`src/rtl/alu_pkg.sv`:
```
// rtl/alu_pkg.sv - shared ALU control codes, opcodes and issue-stage state encoding
package alu_pkg;

   localparam logic [5:0] CS_AND  = 6'b100100;
   localparam logic [5:0] CS_OR   = 6'b100101;
   localparam logic [5:0] CS_ADD  = 6'b100000;
   localparam logic [5:0] CS_SUB  = 6'b100010;
   localparam logic [5:0] CS_MULT = 6'b011000;

   localparam logic [5:0] OP_RTYPE = 6'b000000;
   localparam logic [5:0] OP_ADDI  = 6'b001000;
   localparam logic [5:0] OP_ANDI  = 6'b001100;
   localparam logic [5:0] OP_ORI   = 6'b001101;

   typedef enum logic [1:0] {
      ST_IDLE = 2'd0,
      ST_EXEC = 2'd1,
      ST_DONE = 2'd2
   } state_t;

endpackage

```
`src/rtl/alu_decode.sv`:
```
// rtl/alu_decode.sv - combinational MIPS decode to ALU operands, control code and destination
module alu_decode
   import alu_pkg::*;
(
   input  logic [31:0] instr,
   input  logic [31:0] rs_data,
   input  logic [31:0] rt_data,
   output logic [31:0] a,
   output logic [31:0] b,
   output logic [5:0]  cs,
   output logic [4:0]  dest,
   output logic        illegal
);

   // Register-number and shamt fields are resolved upstream by the register file.
   logic w_unused_fields;
   assign w_unused_fields = ^{instr[25:21], instr[10:6]};

   always_comb begin
      a       = rs_data;
      b       = rt_data;
      cs      = CS_ADD;
      dest    = 5'd0;
      illegal = 1'b1;
      case (instr[31:26])
         OP_RTYPE: begin
            case (instr[5:0])
               CS_AND, CS_OR, CS_ADD, CS_SUB, CS_MULT: begin
                  cs      = instr[5:0];
                  dest    = instr[15:11];
                  illegal = 1'b0;
               end
               default: ;
            endcase
         end
         OP_ADDI: begin
            cs      = CS_ADD;
            b       = {{16{instr[15]}}, instr[15:0]};
            dest    = instr[20:16];
            illegal = 1'b0;
         end
         OP_ANDI: begin
            cs      = CS_AND;
            b       = {16'h0000, instr[15:0]};
            dest    = instr[20:16];
            illegal = 1'b0;
         end
         OP_ORI: begin
            cs      = CS_OR;
            b       = {16'h0000, instr[15:0]};
            dest    = instr[20:16];
            illegal = 1'b0;
         end
         default: ;
      endcase
   end

endmodule

```
`src/rtl/alu_issue.sv`:
```
// rtl/alu_issue.sv - valid/ready issue stage driving an external combinational ALU
module alu_issue
   import alu_pkg::*;
#(
   parameter int ALU_LAT = 1,
   parameter int CNT_W   = 4
) (
   input  logic        clk,
   input  logic        rst_n,
   input  logic        in_valid,
   output logic        in_ready,
   input  logic [31:0] instr,
   input  logic [31:0] rs_data,
   input  logic [31:0] rt_data,
   output logic [31:0] alu_a,
   output logic [31:0] alu_b,
   output logic [5:0]  alu_cs,
   input  logic [31:0] alu_result,
   output logic        out_valid,
   input  logic        out_ready,
   output logic [31:0] out_result,
   output logic        out_zero,
   output logic [4:0]  out_dest,
   output logic        out_illegal
);

   localparam logic [CNT_W-1:0] CNT_INIT = CNT_W'(ALU_LAT - 1);

   state_t           r_state;
   state_t           w_state_nxt;
   logic [CNT_W-1:0] r_cnt;
   logic [31:0]      r_alu_a;
   logic [31:0]      r_alu_b;
   logic [5:0]       r_alu_cs;
   logic             r_out_valid;
   logic [31:0]      r_out_result;
   logic             r_out_zero;
   logic [4:0]       r_out_dest;
   logic             r_out_illegal;

   logic [31:0]      w_dec_a;
   logic [31:0]      w_dec_b;
   logic [5:0]       w_dec_cs;
   logic [4:0]       w_dec_dest;
   logic             w_dec_illegal;
   logic             w_accept;

   alu_decode u_decode (
      .instr   (instr),
      .rs_data (rs_data),
      .rt_data (rt_data),
      .a       (w_dec_a),
      .b       (w_dec_b),
      .cs      (w_dec_cs),
      .dest    (w_dec_dest),
      .illegal (w_dec_illegal)
   );

   assign in_ready    = (r_state == ST_IDLE);
   assign w_accept    = in_valid & in_ready;
   assign alu_a       = r_alu_a;
   assign alu_b       = r_alu_b;
   assign alu_cs      = r_alu_cs;
   assign out_valid   = r_out_valid;
   assign out_result  = r_out_result;
   assign out_zero    = r_out_zero;
   assign out_dest    = r_out_dest;
   assign out_illegal = r_out_illegal;

   always_ff @(posedge clk or negedge rst_n) begin
      if (!rst_n) begin
         r_state <= ST_IDLE;
      end else begin
         r_state <= w_state_nxt;
      end
   end

   always_comb begin
      w_state_nxt = r_state;
      case (r_state)
         ST_IDLE: if (w_accept) w_state_nxt = w_dec_illegal ? ST_DONE : ST_EXEC;
         ST_EXEC: if (r_cnt == '0) w_state_nxt = ST_DONE;
         ST_DONE: if (r_out_valid && out_ready) w_state_nxt = ST_IDLE;
         default: w_state_nxt = ST_IDLE;
      endcase
   end

   // An illegal instruction spends one cycle in DONE with out_valid low, so it
   // reports with the same one-cycle latency as the shortest legal operation.
   always_ff @(posedge clk or negedge rst_n) begin
      if (!rst_n) begin
         r_cnt         <= '0;
         r_alu_a       <= 32'd0;
         r_alu_b       <= 32'd0;
         r_alu_cs      <= CS_ADD;
         r_out_valid   <= 1'b0;
         r_out_result  <= 32'd0;
         r_out_zero    <= 1'b0;
         r_out_dest    <= 5'd0;
         r_out_illegal <= 1'b0;
      end else begin
         case (r_state)
            ST_IDLE: begin
               if (w_accept) begin
                  r_out_dest <= w_dec_dest;
                  if (w_dec_illegal) begin
                     r_out_result  <= 32'd0;
                     r_out_zero    <= 1'b1;
                     r_out_illegal <= 1'b1;
                  end else begin
                     r_alu_a  <= w_dec_a;
                     r_alu_b  <= w_dec_b;
                     r_alu_cs <= w_dec_cs;
                     r_cnt    <= CNT_INIT;
                  end
               end
            end
            ST_EXEC: begin
               if (r_cnt == '0) begin
                  r_out_result  <= alu_result;
                  r_out_zero    <= (alu_result == 32'd0);
                  r_out_illegal <= 1'b0;
                  r_out_valid   <= 1'b1;
               end else begin
                  r_cnt <= r_cnt - 1'b1;
               end
            end
            ST_DONE: begin
               if (!r_out_valid) begin
                  r_out_valid <= 1'b1;
               end else if (out_ready) begin
                  r_out_valid <= 1'b0;
               end
            end
            default: ;
         endcase
      end
   end

endmodule
```
`config.mk`:
```
export PLATFORM = sky130hd
export DESIGN_NAME = alu_issue
export DESIGN_NICKNAME = d
export VERILOG_FILES = /design/src/rtl/alu_pkg.sv /design/src/rtl/alu_decode.sv /design/src/rtl/alu_issue.sv
export SDC_FILE = /design/constraint.sdc
export NUM_CORES = 1
export LEC_CHECK = 0
export ABC_AREA = 1
export CORE_MARGIN = 5
export CORE_UTILIZATION = 45
export DETAILED_ROUTE_END_ITERATION = 8
export HOLD_SLACK_MARGIN = 0.08
export MAX_ROUTING_LAYER = met4
export PLACE_DENSITY_LB_ADDON = 0.1
export SYNTH_ARGS = -nofsm -noshare
export SYNTH_HDL_FRONTEND = slang
export SYNTH_SLANG_ARGS = --single-unit
```
`constraint.sdc`:
```
create_clock -name clk -period 2.7 [get_ports clk]
set_input_delay 0.54 -clock clk [delete_from_list [all_inputs] [get_ports clk]]
set_output_delay 0.54 -clock clk [all_outputs]
set_load 0.1 [all_outputs]
```
==> impl_metrics.yaml, run 1 <==
clocking:
  cts_tree: "done"
  hold_buffers: 0
  cts_max_level: 4
  cts_resized: 0
  clockBufferDepth: 2
  cts_setup_buffers: 0
  cts.sinks: 116
  numCtsBuffers: 17
  clk_pin_slew_ps: 50
  root_buffer: "clkbuf_16"
  clock_latency_ps: 420
drt:
  drt_wl_total_mm: 16.09
  drt-pass1-iter-count: 5
  wl_per_cell_um: 14.93
  drtIter0Drc: 460
  num_vias: 5318
  drc: 0
  postRouteAntennaNets: 0
  viasPerCell: 4.933
final_layout:
  area_growth_pct: 52.14
  fillers: 956
  design_area_mm2: 0.008269
  fin_nets: 1052
  drive_above_1_share: 0.1933
  n_antenna_cell: 0
setup_path:
  max_stage_delay_ps: 440
  r2r_slack_ps: 880
  worst_path_max_delay_cell: "clkdlybuf4s50_1"
  rr_worst_depth: 8
  startpoint_type: "primary input"
  endpoint_kind: "flop"
  r2r_start: "r_state[0]"
  cp_cell_sequence: "clkdlybuf4s50_1 -> nor2_4 -> nand2_2 -> nor2_4 -> nand3_2 -> nand3_2 -> nand2_2 -> nand2_1 -> nand2_1"
  criticalPathCategory: "in2reg"
  crit_family: "simple AND/OR/NAND/NOR gates"
  cp-startpoint: "instr[31]"
  r2r_end: "out_result[28]"
  worst-path-max-fanout: 34
  crit_cells: 9
  required_ps: 2990
  crit_buf_inv: 1
  crit_arrival_ps: 2290
  cp-endpoint: "out_result[28]"
place:
  gp_congestion: 0.8464
  io_buffers: 237
  dp_hpwl_mm: 11.56
  place_area_mm2: 0.007595
sta:
  worstMarginPinSlew_ps: 762.2
  post-route-period-util: 0.7382
  fin_setup_tns_ps: 0
  drv_slew: 0
  period_needed_ps: 1993
  final_hold_viol_count: 0
  setup_viol: 0
  max_clock_freq_mhz: 501.7
  relSlewSlack: 0.4919
  skew_ps: 6.062
  rsz0062_at_grt: "no"
floorplanning:
  initial_core_util: 0.4563
  die_w_um: 119.9
  die_h_um: 119.9
  ios: 243
  core_area_mm2: 0.01191
  row_count: 40
  die_area_mm2: 0.01438
logic_synthesis:
  syn_area_mm2: 0.005435
  synth_nets: 818
  async_flop_share: 1.000
  yosys_most_used_dff: "dfrtp_1"
  ys_seq_area_frac: 0.5343
  synth_top_area_frac: 0.5295
  ys_top_cells_by_count: "nand2_1, dfrtp_1, nand3_1"
  ys_warn_count: 0
  yosysMostFrequentCell: "nand2_1"
  synth_edf_count: 0
  synth-seq-cells: 116
  synth_cells: 684
  synthTopCellsByArea: "dfrtp_1, nand2_1, nand3_1"
  syn_area_per_cell_um2: 7.946
  yosysTopAreaCell: "dfrtp_1"
  synth.distinct_cells: 26
job:
  max_cap_violations: 0
grt:
  grt-ovfl-total: 0
  grt_pass1_wl_mm: 25.74
  grt_max_degree: 58
  grt_usage: 0.2308
  antenna_found_initial: 0
  grt_pass1_vias: 5276
min_path:
  min_path_type: "in2async"
power:
  power_density_mw_per_mm2: 1247
  ir_worst_vdd_mv: 0.9433
  p_leak_nw: 4.519
  p_total_w: 0.01031
status:
  status: "finished clean"
[state kept, by name (all words and copies together) (netlist names)]
register / cells
out_valid: 1
r_state: 2
out_zero: 1
alu_cs: 6
alu_b: 32
out_illegal: 1
out_result: 32
alu_a: 32
out_dest: 5
r_cnt: 4
[layout make-up]
class / count / area (um^2) / area share
clock buffers: 22 / 474.2 / 0.05735
clock inverters: 10 / 200.2 / 0.02421
inverters: 25 / 93.84 / 0.01135
multi-input cells: 506 / 2171 / 0.2625
flip-flops and latches: 116 / 2904 / 0.3512
well taps: 147 / 183.9 / 0.02224
repair buffers: 252 / 2242 / 0.2711
[worst min-delay path by stage]
stage / endpoint / slack (ps)
2_1_floorplan: alu_a[0] / 240
3_3_place_gp: out_result[17] / 460
3_5_place_dp: out_result[0] / 460
4_1_cts: out_result[31] / 210
5_1_grt: out_illegal / 260
6_report: out_result[1] / 200
[power by group]
group	switching, W	internal [W]
sequential	0.000275	0.00221
combinational	0.00422	0.00105
clock	0.000771	0.00180
[routing by layer]
metal,part of all wire,GRT usage
met5,0,-
met4,0.021,0.09807
met2,0.50,0.3702
met1,0.41,0.2716
met3,0.076,0.06880
[layout by cell type (no fill, tap or decap), types with 6 or more instances in the layout]
cell / synthesis / routed
nand3_1: 115 / 115
buf_4: 3 / 124
inv_1: 18 / 18
nand2_1: 324 / 324
bufinv_16: 0 / 6
clkbuf_16: 0 / 17
dfrtp_1: 115 / 115
clkdlybuf4s50_1: 0 / 125
inv_2: 7 / 7
nor2_1: 33 / 33
[stage by stage]
stage                     cells  utilization  setup slack (ps)  hold slack [ps]
after detailed placement   1046       0.6376             243.9            463.0
final                      1078       0.6942             706.7            198.2
after floorplan             684            -             906.9            244.4
after global routing       1078       0.6942             542.2            255.7
after global placement     1046       0.6376             317.0            457.0
after CTS                  1078       0.6942             683.6            214.5
[cells by family (layout without fill, tap and decap cells)]
logic type | after synthesis | count (layout) | share of synthesized area
AO/OA/AOI/OAI | 11 | 11 | 0.01082
XOR/XNOR | 2 | 2 | 0.003223
adder cells (fa/ha/maj) | 2 | 2 | 0.004603
buffers and inverters | 62 | 309 | 0.06630
flip-flops | 116 | 116 | 0.5343
AND/OR/NAND/NOR | 491 | 491 | 0.3808
Note: power is estimated with default switching activity, not from simulation.
==> run 2, diff against run 1 <==
CORE_UTILIZATION = 42   (was 45)
clock period = 1.92 ns   (was 2.7 ns; I/O delays follow)
==> run 2 against run 1 <==
Die area up 6.5%. Register-to-register slack worse by 480 ps. Hold slack worse by 160 ps. Sequential cell count unchanged. Power up 38%. Sequential power up 42%. Wire length down 2.0%.
==> impl_metrics.yaml, run 2 (synthesis gave the netlist of run 1 again) <==
final_layout:
  multi_input_area_mm2: 0.002171
  utilization: 0.6706
  fin_nets: 1066
  final_common_cell: "nand2_1"
  design_area_mm2: 0.008497
  seqCellArea_mm2: 0.002904
  n_antenna_cell: 0
  area_growth_pct: 56.33
  mostFrequentLayoutCells: "nand2_1, clkdlybuf4s50_1, buf_4"
  fillers: 1077
  drive_above_1_share: 0.2011
clocking:
  clock_latency_ps: 400
  clockBufferDepth: 2
  cts_tree: "done"
  root_buffer: "clkbuf_16"
  cts_resized: 0
  cts_setup_buffers: 0
  numCtsBuffers: 17
  cts_max_level: 4
  cts.sinks: 116
  hold_buffers: 0
  clk_pin_slew_ps: 50
setup_path:
  cp-startpoint: "r_state[0]"
  cp_cell_sequence: "inv_2 -> nand2_2 -> inv_1 -> buf_12"
  r2r_start: "r_state[1]"
  required_ps: 1540
  startpoint_type: "flop"
  worst_path_max_delay_cell: "dfrtp_1"
  worst-path-max-fanout: 3
  max_stage_delay_ps: 390
  crit_arrival_ps: 1340
  rr_worst_depth: 8
  endpoint_kind: "output port"
  criticalPathCategory: "reg2out"
grt:
  grt_pass1_wl_mm: 25.23
  grt-ovfl-total: 0
  grt_pass1_vias: 5303
  antenna_found_initial: 0
  grt_usage: 0.2156
  grt_max_degree: 117
power:
  p_total_w: 0.01424
  ir_worst_vdd_mv: 1.258
  power_density_mw_per_mm2: 1675
  p_leak_nw: 4.607
sta:
  post-route-period-util: 0.8966
  setup_viol: 0
  fin_setup_tns_ps: 0
  rsz0062_at_grt: "no"
  worstMarginPinSlew_ps: 640.9
  skew_ps: 5.566
  final_hold_viol_count: 0
  period_needed_ps: 1721
  max_clock_freq_mhz: 580.9
  relSlewSlack: 0.5727
  drv_slew: 0
  final.setup.worst_slack_ps: 198.5
place:
  io_buffers: 237
  dp_hpwl_mm: 11.61
  place_area_mm2: 0.007919
  dp_slack_ps: -103.3
  gp_congestion: 0.8864
drt:
  drtIter0Drc: 312
  drt-pass1-iter-count: 4
  drc: 0
  drt_wl_total_mm: 15.77
  postRouteAntennaNets: 0
  wl_per_cell_um: 14.12
  viasPerCell: 4.780
  num_vias: 5339
floorplanning:
  core_area_mm2: 0.01267
  die_h_um: 123.8
  row_count: 41
  die_w_um: 123.8
  die_area_mm2: 0.01532
  ios: 243
  initial_core_util: 0.4290
status:
  status: "finished clean"
job:
  max_cap_violations: 0
min_path:
  min_path_type: "in2async"
run 2: cell types whose count changed in the layout (fill, tap and decap cells not counted):
cell / before / now
clkbuf_1: 2 / 6
bufinv_16: 6 / 2
buf_4: 124 / 123
clkinv_2: 4 / 3
clkbuf_8: 3 / 4
buf_12: 3 / 18
run 2: routing by layer:
| layer | wire (um) | GRT usage | vias to the layer above |
|---|---|---|---|
| met4 | 242 | 0.07128 | 0 |
| met5 | 0 | - | - |
| li1 | - | - | 2656 |
| met3 | 1205 | 0.06540 | 19 |
| met1 | 6351 | 0.2585 | 2498 |
| met2 | 7969 | 0.3488 | 166 |
run 2: worst max-delay path, delay by kind of cell, from the launching register on:
| kind | cells | cell delay (ps) |
|---|---|---|
| buffers and inverters | 3 | 440 |
| flip-flops | 1 | 390 |
| AND/OR/NAND/NOR | 1 | 100 |
run 2: stage by stage:
| step | cells | hold slack, ps |
|---|---|---|
| floorplan | 684 | 88.41 |
| global placement | 1085 | 455.7 |
| detailed placement | 1085 | 460.3 |
| CTS | 1117 | 86.84 |
| global route | 1117 | 102.7 |
| finish | 1117 | 33.28 |
run 2: cell type report:
cell class	count	area share
Timing Repair Buffer	266	0.2983
Tap cell	172	0.02533
Clock inverter	5	0.008835
Clock buffer	27	0.05920
Sequential cell	116	0.3418
Inverter	25	0.01104
Multi-Input combinational cell	506	0.2555
run 2: final timing paths:
kind | slack (ps) | endpoint
min reg2reg | 470 | out_result[31]
max | 200 | in_ready
min in group clk | 470 | out_result[31]
min | 30 | out_result[13]
max in group asynchronous | 1380 | alu_b[21]
max reg2reg | 400 | out_result[18]
run 2: report_power, final:
| group | switching, W | internal [W] | total (W) | leakage [nW] |
|---|---|---|---|---|
| Clock | 0.00102 | 0.00204 | 0.00306 | 0.285 |
| Sequential | 0.000412 | 0.00310 | 0.00352 | 1.55 |
| Combinational | 0.00594 | 0.00172 | 0.00766 | 2.77 |
| Total | 0.00737 | 0.00687 | 0.0142 | 4.61 |
==> run 3, diff against run 2 <==
CORE_MARGIN = 3   (was 5)
PLACE_DENSITY = 0.9   (was unset)
PLACE_DENSITY_LB_ADDON = unset   (was 0.1)
SKIP_LAST_GASP = 1   (was unset)
==> run 3 against run 2 <==
Wire length is 5.4% higher. Non-clock buffer count increased by 2. Die area shrank 6.4%. Clock power about the same. First-iteration DRC count decreased by 18%. Utilization is 2.2 points higher. Sequential share of layout area fell by 0.14 points. Critical path type unchanged. Largest power group unchanged.
==> impl_metrics.yaml, run 3 (synthesis gave the netlist of run 1 again) <==
sta:
  final_hold_viol_count: 0
  setup_viol: 0
  period_needed_ps: 1713
  fin_setup_tns_ps: 0
  relSlewSlack: 0.7503
  post-route-period-util: 0.8922
  max_clock_freq_mhz: 583.8
  holdWs_ps: 439.3
  final.setup.worst_slack_ps: 207.0
  rsz0062_at_grt: "no"
  worstMarginPinSlew_ps: 374.5
  drv_slew: 0
  skew_ps: 4.893
floorplanning:
  core_area_mm2: 0.01231
  row_count: 40
  initial_core_util: 0.4415
  die_h_um: 119.8
  die_w_um: 119.8
  ios: 243
  die_area_mm2: 0.01434
power:
  power_frac_comb: 0.538
  p_int_w: 0.006789
  p_switching_w: 0.007505
  swShare: 0.5250
  ir_worst_vdd_mv: 1.260
  power_density_mw_per_mm2: 1675
  seq_power_share: 0.247
  p_clk_frac: 0.216
  p_leak_nw: 4.617
setup_path:
  startpoint_type: "flop"
  worst-path-max-fanout: 3
  required_ps: 1540
  criticalPathCategory: "reg2out"
  r2r_end: "out_result[11]"
  rr_worst_depth: 9
  r2r_slack_ps: 330
  r2r_start: "r_cnt[0]"
  crit_arrival_ps: 1330
  endpoint_kind: "output port"
clocking:
  cts_tree: "done"
  clock_latency_ps: 400
  clk_pin_slew_ps: 50
  numCtsBuffers: 17
  root_buffer: "clkbuf_16"
  clockBufferDepth: 2
  cts_max_level: 4
  cts_setup_buffers: 0
  hold_buffers: 1
  cts.sinks: 116
  cts_resized: 0
grt:
  grt_max_degree: 50
  grt_usage: 0.2349
  antenna_found_initial: 0
  grt_pass1_wl_mm: 25.89
  grt_pass1_vias: 5268
  grt-ovfl-total: 0
min_path:
  min_path_type: "in2async"
place:
  io_buffers: 237
  dp.cells: 1082
  gp_congestion: 0.8479
  dp_slack_ps: -110.5
  dp_hpwl_mm: 12.01
drt:
  num_vias: 5507
  wl_per_cell_um: 14.91
  drt_wl_total_mm: 16.63
  postRouteAntennaNets: 0
  drc: 0
  viasPerCell: 4.939
  drt-pass1-iter-count: 4
  drtIter0Drc: 255
final_layout:
  final_common_cell: "nand2_1"
  n_antenna_cell: 0
  drive_above_1_share: 0.2080
  final_cells: 1115
  mostFrequentLayoutCells: "nand2_1, clkdlybuf4s50_1, buf_4"
  area_growth_pct: 56.95
  fin_nets: 1068
status:
  status: "finished clean"
job:
  max_cap_violations: 0
==> run 3: changes by cell type in the layout (fill, tap and decap cells not counted), moves of 2 or more <==
cell        before  now
clkinv_2         3    5
clkinv_4         0    3
clkbuf_8         4    2
clkinvlp_4       0    3
clkbuf_1         6    0
==> run 3: worst max-delay path by stage <==
stage / depth (start not counted) / startpoint / to
finish: 4 / r_state[0] / in_ready
global route: 4 / r_state[0] / in_ready
CTS: 4 / r_state[0] / in_ready
detailed placement: 11 / instr[29] / out_illegal
global placement: 10 / instr[31] / r_cnt[3]
floorplan: 7 / r_state[0] / out_result[10]
==> run 3: metrics by stage <==
stage | instance area [um^2] | power [W] | utilization
finish | 8531 | 0.01429 | 0.6929
global route | 8531 | 0.01481 | 0.6929
CTS | 8531 | 0.01438 | 0.6929
detailed placement | 7934 | 0.01124 | 0.6444
global placement | 7934 | 0.01115 | 0.6444
floorplan | 5435 | 0.009166 | -
==> run 3: power groups by stage <==
stage	registers (W)	clock network (W)	logic, W
floorplan	0.00801	0	0.00115
global placement	0.00352	0	0.00763
detailed placement	0.00352	0	0.00772
CTS	0.00352	0.00314	0.00772
global route	0.00360	0.00324	0.00797
finish	0.00353	0.00308	0.00768
==> run 3: per-layer routing <==
metal / wire length, um / global-route usage
met1: 6581 / 0.2753
met5: 0 / -
met4: 447 / 0.1009
met2: 8182 / 0.3877
met3: 1415 / 0.05702
==> run 3: final cells by class <==
cell class | count | area, um^2
fill | 953 | 3781
tap | 168 | 210.2
clock buffer | 19 | 452.9
clock inverter | 13 | 133.9
sequential | 116 | 2904
inverter | 25 | 93.84
timing repair buffer | 268 | 2565
multi-input combinational | 506 | 2171
==> run 3: critical path, cell delays in order (launching register included) <==
cell	delay [ps]
dfrtp_1	380
inv_2	110
nand2_2	100
inv_1	130
buf_12	190
